--- src/rtl/p16_pkg.sv ---
// Shared constants and stage payload types for the binary32 -> posit<16,1> converter.
package p16_pkg;

    localparam int          N         = 16;
    localparam int          ES        = 1;
    localparam int          BIAS      = 127;
    localparam logic [14:0] MAXPOS    = 15'h7FFF;
    localparam logic [14:0] MINPOS    = 15'h0001;
    localparam logic [15:0] NAR       = 16'h8000;
    localparam int          SCALE_MAX = 28;
    localparam int          SCALE_MIN = -28;

    typedef enum logic [1:0] {CLS_NORM, CLS_ZERO, CLS_TINY, CLS_NAR} f32_cls_t;

    typedef struct packed {
        logic              sign;
        f32_cls_t          cls;
        logic signed [8:0] scale;
        logic [22:0]       man;
    } s1_payload_t;

    typedef struct packed {
        logic        sign;
        f32_cls_t    cls;
        logic [14:0] mag;
        logic        guard;
        logic        sticky;
        logic        sat;
    } s2_payload_t;

endpackage

--- src/rtl/p16_regime_pack.sv ---
// Combinational packer: regime, exponent and fraction into 15 posit magnitude bits
// plus guard and sticky. Expects a scale already limited to the representable range.
module p16_regime_pack #(
    parameter int ES = 1
) (
    input  logic signed [8:0] i_scale,
    input  logic [22:0]       i_man,
    output logic [14:0]       o_mag,
    output logic              o_guard,
    output logic              o_sticky
);

    localparam int FW = 48;

    logic signed [8:0]    w_k;
    logic [8:0]           w_run;
    logic signed [FW-1:0] w_base;
    logic signed [FW-1:0] w_field;

    always_comb begin
        w_k    = i_scale >>> ES;
        // An arithmetic shift of "10.." by k yields k+1 ones then 0; for k<0, shifting
        // "01.." by ~k (= -k-1) yields -k zeros then 1.
        w_run  = w_k[8] ? ~w_k : w_k;
        w_base = {(w_k[8] ? 2'b01 : 2'b10), i_scale[ES-1:0], i_man, {(FW-25-ES){1'b0}}};
        w_field = w_base >>> w_run;
        o_mag    = w_field[FW-1 -: 15];
        o_guard  = w_field[FW-16];
        o_sticky = |w_field[FW-17:0];
    end

endmodule

--- src/rtl/f32_to_p16_pipe.sv ---
// Streaming binary32 -> posit<16,1> converter: unpack, encode, round, with
// valid/ready backpressure through all three stages.
module f32_to_p16_pipe #(
    parameter int N  = 16,
    parameter int ES = 1,
    parameter int FN = 32,
    parameter int FE = 8
) (
    input  logic          clk,
    input  logic          rst,
    input  logic          in_valid,
    output logic          in_ready,
    input  logic [FN-1:0] float_in,
    output logic          out_valid,
    input  logic          out_ready,
    output logic [N-1:0]  posit_out,
    output logic          out_sat
);

    import p16_pkg::*;

    logic             r_v1, r_v2, r_v3;
    s1_payload_t      r_s1, w_s1;
    s2_payload_t      r_s2, w_s2;
    logic [N-1:0]     r_posit;
    logic             r_sat;
    logic             w_rdy2, w_rdy3;
    logic [FE-1:0]    w_exp;
    logic [FN-FE-2:0] w_man;
    logic [14:0]      w_pk_mag;
    logic             w_pk_guard, w_pk_sticky;
    logic             w_inc;
    logic [15:0]      w_sum;
    logic [14:0]      w_mag3;
    logic [N-1:0]     w_posit3;
    logic             w_sat3;

    assign w_rdy3    = ~r_v3 | out_ready;
    assign w_rdy2    = ~r_v2 | w_rdy3;
    assign in_ready  = ~r_v1 | w_rdy2;
    assign out_valid = r_v3;
    assign posit_out = r_posit;
    assign out_sat   = r_sat;

    always_comb begin
        w_exp       = float_in[FN-2 -: FE];
        w_man       = float_in[FN-FE-2:0];
        w_s1.sign   = float_in[FN-1];
        w_s1.man    = w_man;
        w_s1.scale  = 9'($signed({1'b0, w_exp}) - BIAS);
        if (w_exp == '0) begin
            w_s1.cls = (w_man == '0) ? CLS_ZERO : CLS_TINY;
        end else if (&w_exp) begin
            w_s1.cls = CLS_NAR;
        end else begin
            w_s1.cls = CLS_NORM;
        end
    end

    p16_regime_pack #(
        .ES(ES)
    ) u_pack (
        .i_scale (r_s1.scale),
        .i_man   (r_s1.man),
        .o_mag   (w_pk_mag),
        .o_guard (w_pk_guard),
        .o_sticky(w_pk_sticky)
    );

    always_comb begin
        w_s2.sign   = r_s1.sign;
        w_s2.cls    = r_s1.cls;
        w_s2.mag    = w_pk_mag;
        w_s2.guard  = w_pk_guard;
        w_s2.sticky = w_pk_sticky;
        w_s2.sat    = 1'b0;
        if (r_s1.cls == CLS_TINY || $signed(r_s1.scale) < SCALE_MIN) begin
            w_s2.mag    = MINPOS;
            w_s2.guard  = 1'b0;
            w_s2.sticky = 1'b0;
            w_s2.sat    = 1'b1;
        end else if ($signed(r_s1.scale) > SCALE_MAX) begin
            w_s2.mag    = MAXPOS;
            w_s2.guard  = 1'b0;
            w_s2.sticky = 1'b0;
            w_s2.sat    = 1'b1;
        end
    end

    always_comb begin
        w_inc  = r_s2.guard & (r_s2.sticky | r_s2.mag[0]);
        w_sum  = {1'b0, r_s2.mag} + {15'd0, w_inc};
        w_mag3 = w_sum[14:0];
        w_sat3 = r_s2.sat;
        if (w_sum > {1'b0, MAXPOS}) begin
            w_mag3 = MAXPOS;
            w_sat3 = 1'b1;
        end else if (w_sum == '0) begin
            w_mag3 = MINPOS;
            w_sat3 = 1'b1;
        end
        w_posit3 = r_s2.sign ? (16'h0000 - {1'b0, w_mag3}) : {1'b0, w_mag3};
        case (r_s2.cls)
            CLS_ZERO: begin
                w_posit3 = '0;
                w_sat3   = 1'b0;
            end
            CLS_NAR: begin
                w_posit3 = NAR;
                w_sat3   = 1'b1;
            end
            default: ;
        endcase
    end

    always_ff @(posedge clk) begin
        if (rst) begin
            r_v1    <= 1'b0;
            r_v2    <= 1'b0;
            r_v3    <= 1'b0;
            r_s1    <= '0;
            r_s2    <= '0;
            r_posit <= '0;
            r_sat   <= 1'b0;
        end else begin
            if (in_ready) begin
                r_v1 <= in_valid;
                if (in_valid) r_s1 <= w_s1;
            end
            if (w_rdy2) begin
                r_v2 <= r_v1;
                if (r_v1) r_s2 <= w_s2;
            end
            // Output payload only changes on a real transfer, so it holds under backpressure.
            if (w_rdy3) begin
                r_v3 <= r_v2;
                if (r_v2) begin
                    r_posit <= w_posit3;
                    r_sat   <= w_sat3;
                end
            end
        end
    end

endmodule
--- config.mk ---
export PLATFORM = sky130hd
export DESIGN_NAME = f32_to_p16_pipe
export DESIGN_NICKNAME = d
export VERILOG_FILES = /design/src/rtl/p16_pkg.sv /design/src/rtl/p16_regime_pack.sv /design/src/rtl/f32_to_p16_pipe.sv
export SDC_FILE = /design/constraint.sdc
export NUM_CORES = 1
export LEC_CHECK = 0
export CORE_UTILIZATION = 45
export CTS_BUF_LIST = sky130_fd_sc_hd__clkbuf_2
export CTS_CLUSTER_DIAMETER = 30
export DETAILED_ROUTE_END_ITERATION = 7
export GPL_ROUTABILITY_DRIVEN = 0
export PLACE_DENSITY = 0.61
export SLEW_MARGIN = 40
export SYNTH_ARGS = -nofsm -noshare
export SYNTH_HDL_FRONTEND = slang
export SYNTH_SLANG_ARGS = --single-unit
--- constraint.sdc ---
create_clock -name clk -period 4.99 [get_ports clk]
set_clock_uncertainty 0.15 [all_clocks]
set_input_delay 0.998 -clock clk [delete_from_list [all_inputs] [get_ports clk]]
set_output_delay 0.998 -clock clk [all_outputs]
set_load 0.02 [all_outputs]
==> metrics.txt <==
outcome=finished, final reports clean; Core Area=14800 sq um; worst skew pair latency=0.57 ns; CP max FO=7; critical path type=reg2reg; initial antenna violation count=1; post-CTS sizing=0; Detail Placement HPWL=14.9 mm; Critical Path RT=5.39 ns; share of the synthesized area in the top cell type=0.221; crit path from=r_s2[3]$_SDFFE_PP0P_; Hold Buf Count CTS=0; ys flop type=dfxtp_1; total global-route track usage=0.260; worst hold start=r_s1[34]$_SDFFE_PP0P_; Setup crit end kind=register; Final Max Slew Viols=0; max_slew headroom=0.519; port bufs=54; maximum VDD drop=159 uV; Leak=2.51 nW; Clk pin slew, worst setup/hold paths=0.27 ns; R2R Path Start=r_s2[3]$_SDFFE_PP0P_; Tmin final=4.19 ns; IO Pins=55; power density over the cells=219 nW/um^2; clock root cell=clkbuf_2; Synth Area per Inst=7.30 sq um; RSZ-0062 raised after global routing=no; CTS Buffer Depth=2; CP Launch Type=register; ratio of cells with drive above 1 in the final layout=0.0782; # Max-Cap Violations=0; layout net count=971; first-pass GRT wire length=33.2 mm; CTS tree=built; Final Hold Fails=0; dominant cells by area after synthesis=dfxtp_1 22%, nand2_1 7.3%, a21oi_1 6.3%, mux2i_1 4.9%, nor2_1 4.1%; via/cell ratio=6.38; die area=15800 sq um; TritonRoute pass-1 iters=5; post-route cell area=7430 sq um; vias in the first global route=6462; drt initial violations=816; Yosys reg bits=76; Chip Height=126 microns; Routed Antenna Nets=0; Starting Density=0.467; final WL=20.3 mm; placed inst area=7310 sq um; H-Tree Depth=3; Hold WC Path Type=reg2reg; Final Cycle Share=0.839; FP Rows=44; Setup Fix Bufs, Post-CTS=0; total CTS buffers=9; Post-synth EDFFs=0; share of flip-flops with an asynchronous set or reset=0; Power, Total=1.63 mW; worst slew pin tran=0.718 ns; Synth Net Count=987; Synth area leader=dfxtp_1; TritonCTS Sinks=76; Avg WL per Cell=18.1 microns; Syn Inst Count=944; sequential element share of the synthesized area=0.221; grt ovf=0; Peak Freq=239 MHz; vias=7136; Setup-failing EPs final=0; area grow syn2layout=7.71%; Yosys warning total=0; arrival time worst endpoint=4.59 ns; DRC=0; Die X=126 microns; Sum Neg Setup Slack=0 ns; post-synth cell types=85; mapped cell area=6900 sq um; largest net degree at the start of global routing=54
## registers in the layout, summed over array words and instances, names as in the netlist
register   flops
r_s1          35
out_valid      1
posit_out     16
r_v1           1
r_v2           1
r_s2          21
out_sat        1
## cell type report
| type | instances | area (sq um) |
|---|---|---|
| diodes | 1 | 2.50 |
| clock buffers | 9 | 45.0 |
| clock inverters | 7 | 48.8 |
| fillers | 1474 | 7330 |
| inverters | 16 | 60.1 |
| multi-input cells | 761 | 4900 |
| flip-flops and latches | 76 | 1530 |
| well taps | 184 | 230 |
| repair buffers | 64 | 611 |
## cell usage after synthesis (all sizes together) (4+ instances only)
library cell  number
o211ai            11
nor2b             13
or3               10
a21o               7
nor3b             10
dfxtp             76
xor2              10
a31oi             13
a2bb2oi            6
o2111ai            4
o21a               5
nor4              13
or4                4
nor2              75
inv               16
a211oi            13
nor3              34
nand2            134
a221oi             6
a32oi             13
nand3             23
mux4              12
and3               8
a21oi             87
xnor2             16
maj3               5
ha                 7
clkbuf            47
o21ai             53
and2               8
mux2               7
buf               44
a22oi             14
o22ai             15
mux2i             34
nand2b            13
nand4             14
a211o              4
and3b              4
o31ai              6
or2                6
## per-layer routing
layer	global-route usage	share of wire
met1	0.386	0.49
met2	0.380	0.42
met3	0.0514	0.079
met4	0.0659	0.011
met5	0	0
## critical path, cell delays in order, from the launching register on
cell and delay (ns):
dfxtp_1 0.41, o21a_1 0.14, ha_1 0.26, ha_1 0.32
and4_1 0.39, nand2_1 0.15, and3_1 0.21, o2111ai_1 0.38
o31ai_1 0.19, nor2_1 0.13, ha_1 0.18, o21a_1 0.18
nand4_1 0.18, o31a_1 0.36, xnor2_1 0.11, or3_1 0.30
a21oi_1 0.14
## kinds of logic after synthesis
logic type | synth area share
AOI/OAI and AO/OA | 0.278
xor gates and xnor gates | 0.0368
adders and majority gates | 0.0200
buffers and inverters | 0.0728
DFF | 0.221
muxes | 0.101
and+or+nand+nor | 0.271
## power breakdown
part           internal, mW  switching [mW]
combinational         0.251           0.336
sequential            0.640          0.0841
clock                0.0678           0.247
## placed cells by master (no fill, tap or decap), types with 7 or more instances in the layout
cell,n
nand3_1,22
buf_4,10
nand2b_1,12
nor2_1,75
a21o_1,7
mux2i_1,34
mux4_2,10
clkdlybuf4s50_1,53
nor3b_1,10
or3_1,10
nand2_1,133
nor3_1,33
ha_1,7
a32oi_1,13
dfxtp_1,72
o211ai_1,11
a22oi_1,13
clkbuf_2,9
inv_1,16
a31oi_1,12
nand4_1,14
nor2b_1,13
a21oi_1,87
and2_1,7
xnor2_1,14
nor4_1,11
and3_1,8
xor2_1,8
o22ai_1,14
a211oi_1,13
mux2_2,7
o21ai_0,50
## path summary, 6_finish.rpt
kind / cells after the start / to / slack, ns
worst max-delay path: 16 / posit_out[12]$_SDFFE_PP0P_ / 0.80
worst min-delay path: 2 / r_s2[20]$_SDFFE_PP0P_ / 0.32
worst min register to register: 2 / r_s2[20]$_SDFFE_PP0P_ / 0.32
worst max register to register: 16 / posit_out[12]$_SDFFE_PP0P_ / 0.80
## stage by stage
stage | setup slack [ns] | utilization | std cells | hold WS [ns]
after floorplan | 1.29 | - | 944 | 0.282
after global placement | 1.01 | 0.495 | 1101 | 0.292
after detailed placement | 0.865 | 0.496 | 1101 | 0.294
after CTS | 0.849 | 0.502 | 1117 | 0.322
after global routing | 0.530 | 0.503 | 1118 | 0.347
final | 0.801 | 0.503 | 1118 | 0.320
Note: power is estimated with default switching activity, not from simulation.
